===== src/rtl/seq_detector_param.sv =====
// Serial pattern detector: debounced key strobes one switch bit per press into a
// shift history; matches raise a pulse, a saturating count and a stretched success flag.
//   state | meaning
//   IDLE  | no recent match, success_output low
//   HOLD  | success_output high, hold_cnt counting down to 0
//   FLUSH | one-clock gap after a hold ends before returning to IDLE
`timescale 1ns/100ps
module seq_detector_param #(
  parameter int                     PATTERN_LEN = 4,
  parameter logic [PATTERN_LEN-1:0] PATTERN     = 4'b1011,
  parameter bit                     OVERLAP     = 1'b1,
  parameter int                     HOLD_CYCLES = 8,
  parameter int                     COUNT_W     = 6,
  localparam int                    BW          = $clog2(PATTERN_LEN + 1),
  localparam int                    HW          = (HOLD_CYCLES > 1) ? $clog2(HOLD_CYCLES) : 1
) (
  input  logic                   clock,
  input  logic                   reset,
  input  logic                   key1,
  input  logic                   switch0,
  input  logic                   enable,
  input  logic                   count_clr,
  output logic [BW-1:0]          bits_seen,
  output logic [PATTERN_LEN-1:0] history,
  output logic                   match_pulse,
  output logic                   success_output,
  output logic [COUNT_W-1:0]     count_z,
  output logic [1:0]             current_state
);

  typedef enum logic [1:0] {
    IDLE  = 2'b00,
    HOLD  = 2'b01,
    FLUSH = 2'b10
  } state_t;

  localparam logic [HW-1:0] HOLD_LOAD = HW'(HOLD_CYCLES - 1);
  localparam logic [BW-1:0] BITS_MAX  = BW'(PATTERN_LEN);

  state_t                   state;
  logic [HW-1:0]            hold_cnt;
  logic                     k1, k2, k3, s1, s2;
  logic                     strobe;
  logic                     hit;
  logic [PATTERN_LEN-1:0]   next_hist;

  assign strobe        = k2 & ~k3 & enable;
  assign next_hist     = {history[PATTERN_LEN-2:0], s2};
  // a match only counts once enough real bits have been shifted in
  assign hit           = strobe && (next_hist == PATTERN) &&
                         ((int'(bits_seen) + 1) >= PATTERN_LEN);
  assign current_state = state;

  always_ff @(posedge clock or negedge reset) begin
    if (!reset) begin
      k1 <= 1'b0;
      k2 <= 1'b0;
      k3 <= 1'b0;
      s1 <= 1'b0;
      s2 <= 1'b0;
    end else begin
      k1 <= key1;
      k2 <= k1;
      k3 <= k2;
      s1 <= switch0;
      s2 <= s1;
    end
  end

  always_ff @(posedge clock or negedge reset) begin
    if (!reset) begin
      history     <= '0;
      bits_seen   <= '0;
      match_pulse <= 1'b0;
    end else begin
      match_pulse <= hit;
      if (hit && !OVERLAP) begin
        history   <= '0;
        bits_seen <= '0;
      end else if (strobe) begin
        history <= next_hist;
        if (bits_seen != BITS_MAX) bits_seen <= bits_seen + 1'b1;
      end
    end
  end

  // clear has priority over a coincident match
  always_ff @(posedge clock or negedge reset) begin
    if (!reset) begin
      count_z <= '0;
    end else if (count_clr) begin
      count_z <= '0;
    end else if (hit && (count_z != '1)) begin
      count_z <= count_z + 1'b1;
    end
  end

  always_ff @(posedge clock or negedge reset) begin
    if (!reset) begin
      state          <= IDLE;
      hold_cnt       <= '0;
      success_output <= 1'b0;
    end else begin
      case (state)
        IDLE: begin
          if (hit) begin
            state          <= HOLD;
            hold_cnt       <= HOLD_LOAD;
            success_output <= 1'b1;
          end
        end
        HOLD: begin
          if (hit) begin
            hold_cnt <= HOLD_LOAD;
          end else if (hold_cnt == '0) begin
            state          <= FLUSH;
            success_output <= 1'b0;
          end else begin
            hold_cnt <= hold_cnt - HW'(1);
          end
        end
        FLUSH: begin
          if (hit) begin
            state          <= HOLD;
            hold_cnt       <= HOLD_LOAD;
            success_output <= 1'b1;
          end else begin
            state <= IDLE;
          end
        end
        default: begin
          state          <= IDLE;
          success_output <= 1'b0;
        end
      endcase
    end
  end

endmodule


===== config.mk =====
export PLATFORM = sky130hd
export DESIGN_NAME = seq_detector_param
export DESIGN_NICKNAME = d
export VERILOG_FILES = /design/src/rtl/seq_detector_param.sv
export SDC_FILE = /design/constraint.sdc
export NUM_CORES = 1
export LEC_CHECK = 0
export ABC_CLOCK_PERIOD_IN_PS = 3170
export BUFFER_PORTS_ARGS = -buffer_cell sky130_fd_sc_hd__buf_2
export CORE_UTILIZATION = 60
export CTS_BUF_LIST = sky130_fd_sc_hd__clkbuf_8
export DETAILED_ROUTE_END_ITERATION = 8
export PLACE_DENSITY = 0.85
export SYNTH_ARGS = -nofsm -noshare
export SYNTH_HDL_FRONTEND = slang
export SYNTH_SLANG_ARGS = --single-unit

===== constraint.sdc =====
create_clock -name clock -period 3.17 [get_ports clock]
set_input_delay 0.634 -clock clock [delete_from_list [all_inputs] [get_ports clock]]
set_output_delay 0.634 -clock clock [all_outputs]
set_load 0.05 [all_outputs]

# Word level (Yosys, flattened, before mapping)
# Index checks and enable logic that the tools add are counted.
# totals
register_bits	25
latchBits	0
ramBits	0
rom_bits	0
output_inout_bits	17
wordCells	57
memories	0
# classes
add_sub_neg	4
n_mul	0
div	0
n_lt_le_gt_ge	1
eq_ne	10
shifts	0
mux	15
n_bitwise	3
reduce_logical	12
# ops
op	n
$mux W6	2
$mux W3	3
$reduce_and A3 Y1	3
$add A6 B1 Y6 const B	1
$mux W2	3
$ne A2 B2 Y1 const B	3
$ne A3 B3 Y1 const B	2
$ne A6 B6 Y1 const B	1
$pmux W2 S3	1
$pmux W3 S2	1
$add A3 B1 Y4 const B	1
$eq A4 B4 Y1 const B	1
$ge A4 B3 Y1 const B	1
$mux W1	4
$reduce_bool A2 Y1	2
$add A3 B1 Y3 const B	1
$logic_and A1 B1 Y1	3
$logic_not A3 Y1	1
$sub A3 B1 Y3 const B	1
$and A1 B1 Y1	2
$eq A2 B1 Y1 const B	1
$eq A2 B2 Y1 const B	1
$logic_not A2 Y1	1
$ne A2 B1 Y1 const B	1
4 further kinds	4

# Logic depth before layout (Yosys ltp)
# depth
word_depth	8
depth_mapped	7
depth_no_buf	7

# Worst setup path after synthesis
# No wires, ideal clock.
# synth_path
kind	reg-to-reg
start	reg bits_seen[0]
end	reg count_z[4]
t_arrival_ns	1.953
required_time_ns	3.036
setup_slack_ns	1.083
path_stages_with_launch	7
path_buffers	1
path_cell_list	dfrtp_1 -> ha_1 -> and2_4 -> a2111o_1 -> buf_2 -> o41ai_1 -> a21oi_1
# synth_via
elab_chain_cells	5
# synth_rtl
item	line	rtl
start: declaration	23	output logic [BW-1:0] bits_seen,
start signal: assignment	82	if (bits_seen != BITS_MAX) bits_seen <= bits_seen + 1'b1;
$add A3 B1 Y4	51	((int'(bits_seen) + 1) >= PATTERN_LEN);
$ge A4 B3 Y1	51	
$logic_and A1 B1 Y1	50	assign hit = strobe && (next_hist == PATTERN) &&
$logic_and A1 B1 Y1	93	end else if (hit && (count_z != '1)) begin
$reduce_bool A2 Y1 (no line)	-	
end signal: assignment	94	count_z <= count_z + 1'b1;
end: declaration	27	output logic [COUNT_W-1:0] count_z,
# No other way between the ends.
# A chain may end at the register's enable or synchronous reset.

# Worst setup path after layout
# Ends and elaborated chain as after synthesis.

==> metrics.md <==
| Metric | Value |
|---|---|
| Worst Setup SP | `bits_seen[0]$_DFFE_PN0P_` |
| Hold WC Path Type | `input port to async pin` |
| Worst Setup End Kind | `flop` |
| Area delta synth->final | `15.56%` |
| First-pass GRT wire length | `3332 um` |
| R2r setup slk | `~1000 ps` |
| H-tree depth | `1` |
| Compound-cell area share of the yosys netlist | `0.1806` |
| Sw frac | `0.4222` |
| Critical R2R Capture | `count_z[4]$_DFFE_PN0P_` |
| Clock skew | `~1.6 ps` |
| Crit path capture | `count_z[4]$_DFFE_PN0P_` |
| Post-CTS sizing | `0` |
| Clock share of power | `0.180` |
| Clk sinks | `25` |
| CP Launch Type | `flop` |
| CTS tree | `yes` |
| Die footprint | `roughly 2100 um^2` |
| Antenna Cells | `0` |
| Fin crit share | `0.6690` |
| CP required | `~3400 ps` |
| Final HPWL DP | `between 1500 and 2000 um` |
| Normalized max-slew margin | `0.5599` |
| Simple-gate share of the synthesized area | `0.1371` |
| Syn Nets | `111` |
| Initial drt markers | `14` |
| Finish-stage setup viols | `0` |
| Pleak | `approximately 0.64 nW` |
| Core ar. | `around 1800 um^2` |
| Nets | `approximately 140` |
| Vias in the first global route | `783` |
| CTS root buffer | `clkbuf_8` |
| Status | `finished clean` |
| Reg2Reg Launch Point | `bits_seen[0]$_DFFE_PN0P_` |
| Die width | `~46 um` |
| Slew Viols, Final | `0` |
| Comb power frac | `0.400` |
| CP Data Arrival Time | `roughly 2300 ps` |
| Switch Pwr | `~0.43 mW` |
| Longest Clk Path Bufs | `2` |
| Cells on worst reg2reg path | `5` |
| IO Pins | `23` |
| Layout cells sized above 1 | `0.2823` |
| Total CTS buffers | `3` |
| Max-cap violations | `0` |
| Total GRT Usage | `0.2247` |
| Grt total ovfl | `0` |
| Internal | `0.5868 mW` |
| Avg Inst Size Synth | `11.50 um^2` |
| Cells after Synth | `100` |
| Post-CTS setup repair buffer count | `0` |
| Seq/Total Area, Yosys | `0.5441` |
| Cell row count | `15` |
| Largest family of logic cells by synthesized area | `compound AO/OA/AOI/OAI gates` |
| Seq pwr share | `0.420` |
| Mux cell area share after synthesis | `0.03917` |
| Fmax | `0.4715 GHz` |
| Drt total wl | `slightly above 2000 um` |
| I/O Buffers | `22` |
| # DRC | `0` |
| Post-synth cell types | `34` |
| VDD IR-drop max | `approximately 560 uV` |
| Initial antenna violation count | `0` |
| Die Y | `between 40 and 50 um` |
| Post-Synth Adder-Cell Area | `0.05441` |
| Hold buffers post-CTS | `0` |
| Post-Syn Area | `between 1000 and 1500 um^2` |
| Setup TNS | `0 ps` |
| Power Dens Cells | `~760 nW/um^2` |
| Largest net degree at the start of global routing | `26` |
| Final Util | `0.7532` |
| Final setup slack of the worst path | `~1000 ps` |
| Final hold viol count | `0` |
| Yosys reg bits | `25` |
| RSZ-0062 raised after global routing | `no` |
| Tmin final | `between 2000 and 2500 ps` |
| Routed len/inst | `about 14 um` |
| DRT Pass-1 Iters | `4` |
| Drt via density | `around 5.8` |
| Dpl ws | `between 1000 and 1500 ps` |
| Max FO, Critical Path | `13` |
| Initial Util | `0.6518` |
| XOR/XNOR Fraction of Synth Area | `0.007617` |
| Vias | `around 860` |
| Routed Antenna Nets | `0` |
| Synth Warn # | `0` |
| CP Class | `flop to flop` |
| Clock Latency Late Sink | `260 ps` |
| Slew @ Worst Pin | `658.9 ps` |
| Clock-pin transition on the worst setup and hold timing paths | `about 80 ps` |
| GPL Wtd Cong | `around 0.84` |
through the flow:
stage          power [mW]  std cells  hold WS [ps]  instance area [um^2]
2_1_floorplan      0.7374        100         331.2                  1150
3_3_place_gp       0.8152        145         337.7                  1282
3_5_place_dp       0.8352        145         350.5                  1282
4_1_cts             1.019        149         363.7                  1329
5_1_grt             1.070        149         377.6                  1329
6_report            1.016        149         335.3                  1329
cells in the mapped netlist:
cell       instances  area (um^2)
a2111o_1           1        11.26
a2111oi_0          1        8.760
a2111oi_2          1        15.01
a21boi_0           1        7.510
a21o_1             1        7.510
a21oi_1           10        50.05
a2bb2oi_1          3        26.28
and2_4             1        8.760
and3_1             2        12.51
buf_2              1        5.000
clkbuf_1           1        3.750
dfrtp_1           25        625.6
ha_1               5        62.56
inv_1              9        33.78
mux2_2             4        45.04
nand2_1            6        22.52
nand3_1            2        10.01
nand3b_1           2        15.01
nand3b_4           1        20.02
nand4b_1           1        8.760
nor2_1             2        7.510
nor3_1             2        10.01
nor3b_1            1        7.510
nor4_1             1        6.260
o21a_1             1        7.510
o21ai_0            3        15.01
o21ai_2            1        8.760
o2bb2ai_1          3        26.28
o31ai_1            2        15.01
o41ai_1            1        8.760
or3_1              2        12.51
or3b_2             1        8.760
or4_1              1        7.510
xnor2_1            1        8.760
power by group through the flow:
stage / sequential, mW / clock, mW / combinational [mW]
6_report: 0.426 / 0.183 / 0.406
4_1_cts: 0.425 / 0.187 / 0.408
3_5_place_dp: 0.430 / 0 / 0.405
5_1_grt: 0.433 / 0.198 / 0.439
2_1_floorplan: 0.578 / 0 / 0.159
3_3_place_gp: 0.425 / 0 / 0.390
worst min-delay path by stage:
| stage | from | to | slack (ps) | cells past startpoint |
|---|---|---|---|---|
| 2_1_floorplan | k1$_DFF_PN0_ | k2$_DFF_PN0_ | 330 | 0 |
| 3_3_place_gp | s1$_DFF_PN0_ | s2$_DFF_PN0_ | 340 | 0 |
| 3_5_place_dp | s1$_DFF_PN0_ | s2$_DFF_PN0_ | 350 | 0 |
| 4_1_cts | reset | bits_seen[0]$_DFFE_PN0P_ | 360 | 1 |
| 5_1_grt | k1$_DFF_PN0_ | k2$_DFF_PN0_ | 380 | 0 |
| 6_report | reset | bits_seen[0]$_DFFE_PN0P_ | 340 | 1 |
cell type report:
class                   instances  area, um^2
clock buffers                   3       41.29
well taps                      25       31.28
fillers                       122       435.4
multi-input cells              64       481.7
repair buffers                 22       110.1
clock inverters                 1       5.005
flip-flops and latches         25       625.6
inverters                       9       33.78
flip-flops by register name, summed over array words and instances, names as in the netlist:
signal          cells
count_z             6
k1                  1
success_output      1
current_state       2
bits_seen           3
hold_cnt            3
k2                  1
s2                  1
history             4
k3                  1
match_pulse         1
s1                  1
cells in the final DEF (no fill, tap or decap), types with 2 or more instances in the layout:
cell / netlist / layout
nor3_1: 2 / 2
nand2_1: 6 / 6
inv_1: 9 / 9
clkbuf_8: 0 / 3
or3_1: 2 / 2
mux2_2: 4 / 4
and3_1: 2 / 2
ha_1: 5 / 5
nand3_1: 2 / 2
nand3b_1: 2 / 2
dfrtp_1: 25 / 25
a21oi_1: 10 / 10
buf_2: 1 / 22
nor2_1: 2 / 2
o31ai_1: 2 / 2
o2bb2ai_1: 3 / 3
a2bb2oi_1: 3 / 3
o21ai_0: 3 / 3
logic make-up after synthesis:
kind of cell    after synthesis
simple gates                 25
xor+xnor                      1
flops                        25
buf+inv                      11
mux                           4
fa+ha+maj                     5
compound gates               29
critical path, stage by stage (launching register included):
cell and delay (ps):
dfrtp_1 420, ha_1 250, and2_4 180, a2111o_1 580, or4_1 450, a21oi_1 170
per-layer routing:
layer,global-route usage,up-vias,part of all wire
li1,-,416,-
met1,0.2940,416,0.44
met2,0.3829,23,0.51
met3,0.04762,2,0.045
met4,0.05294,0,0.011
met5,0,-,0
(Power assumes the default switching activity.)
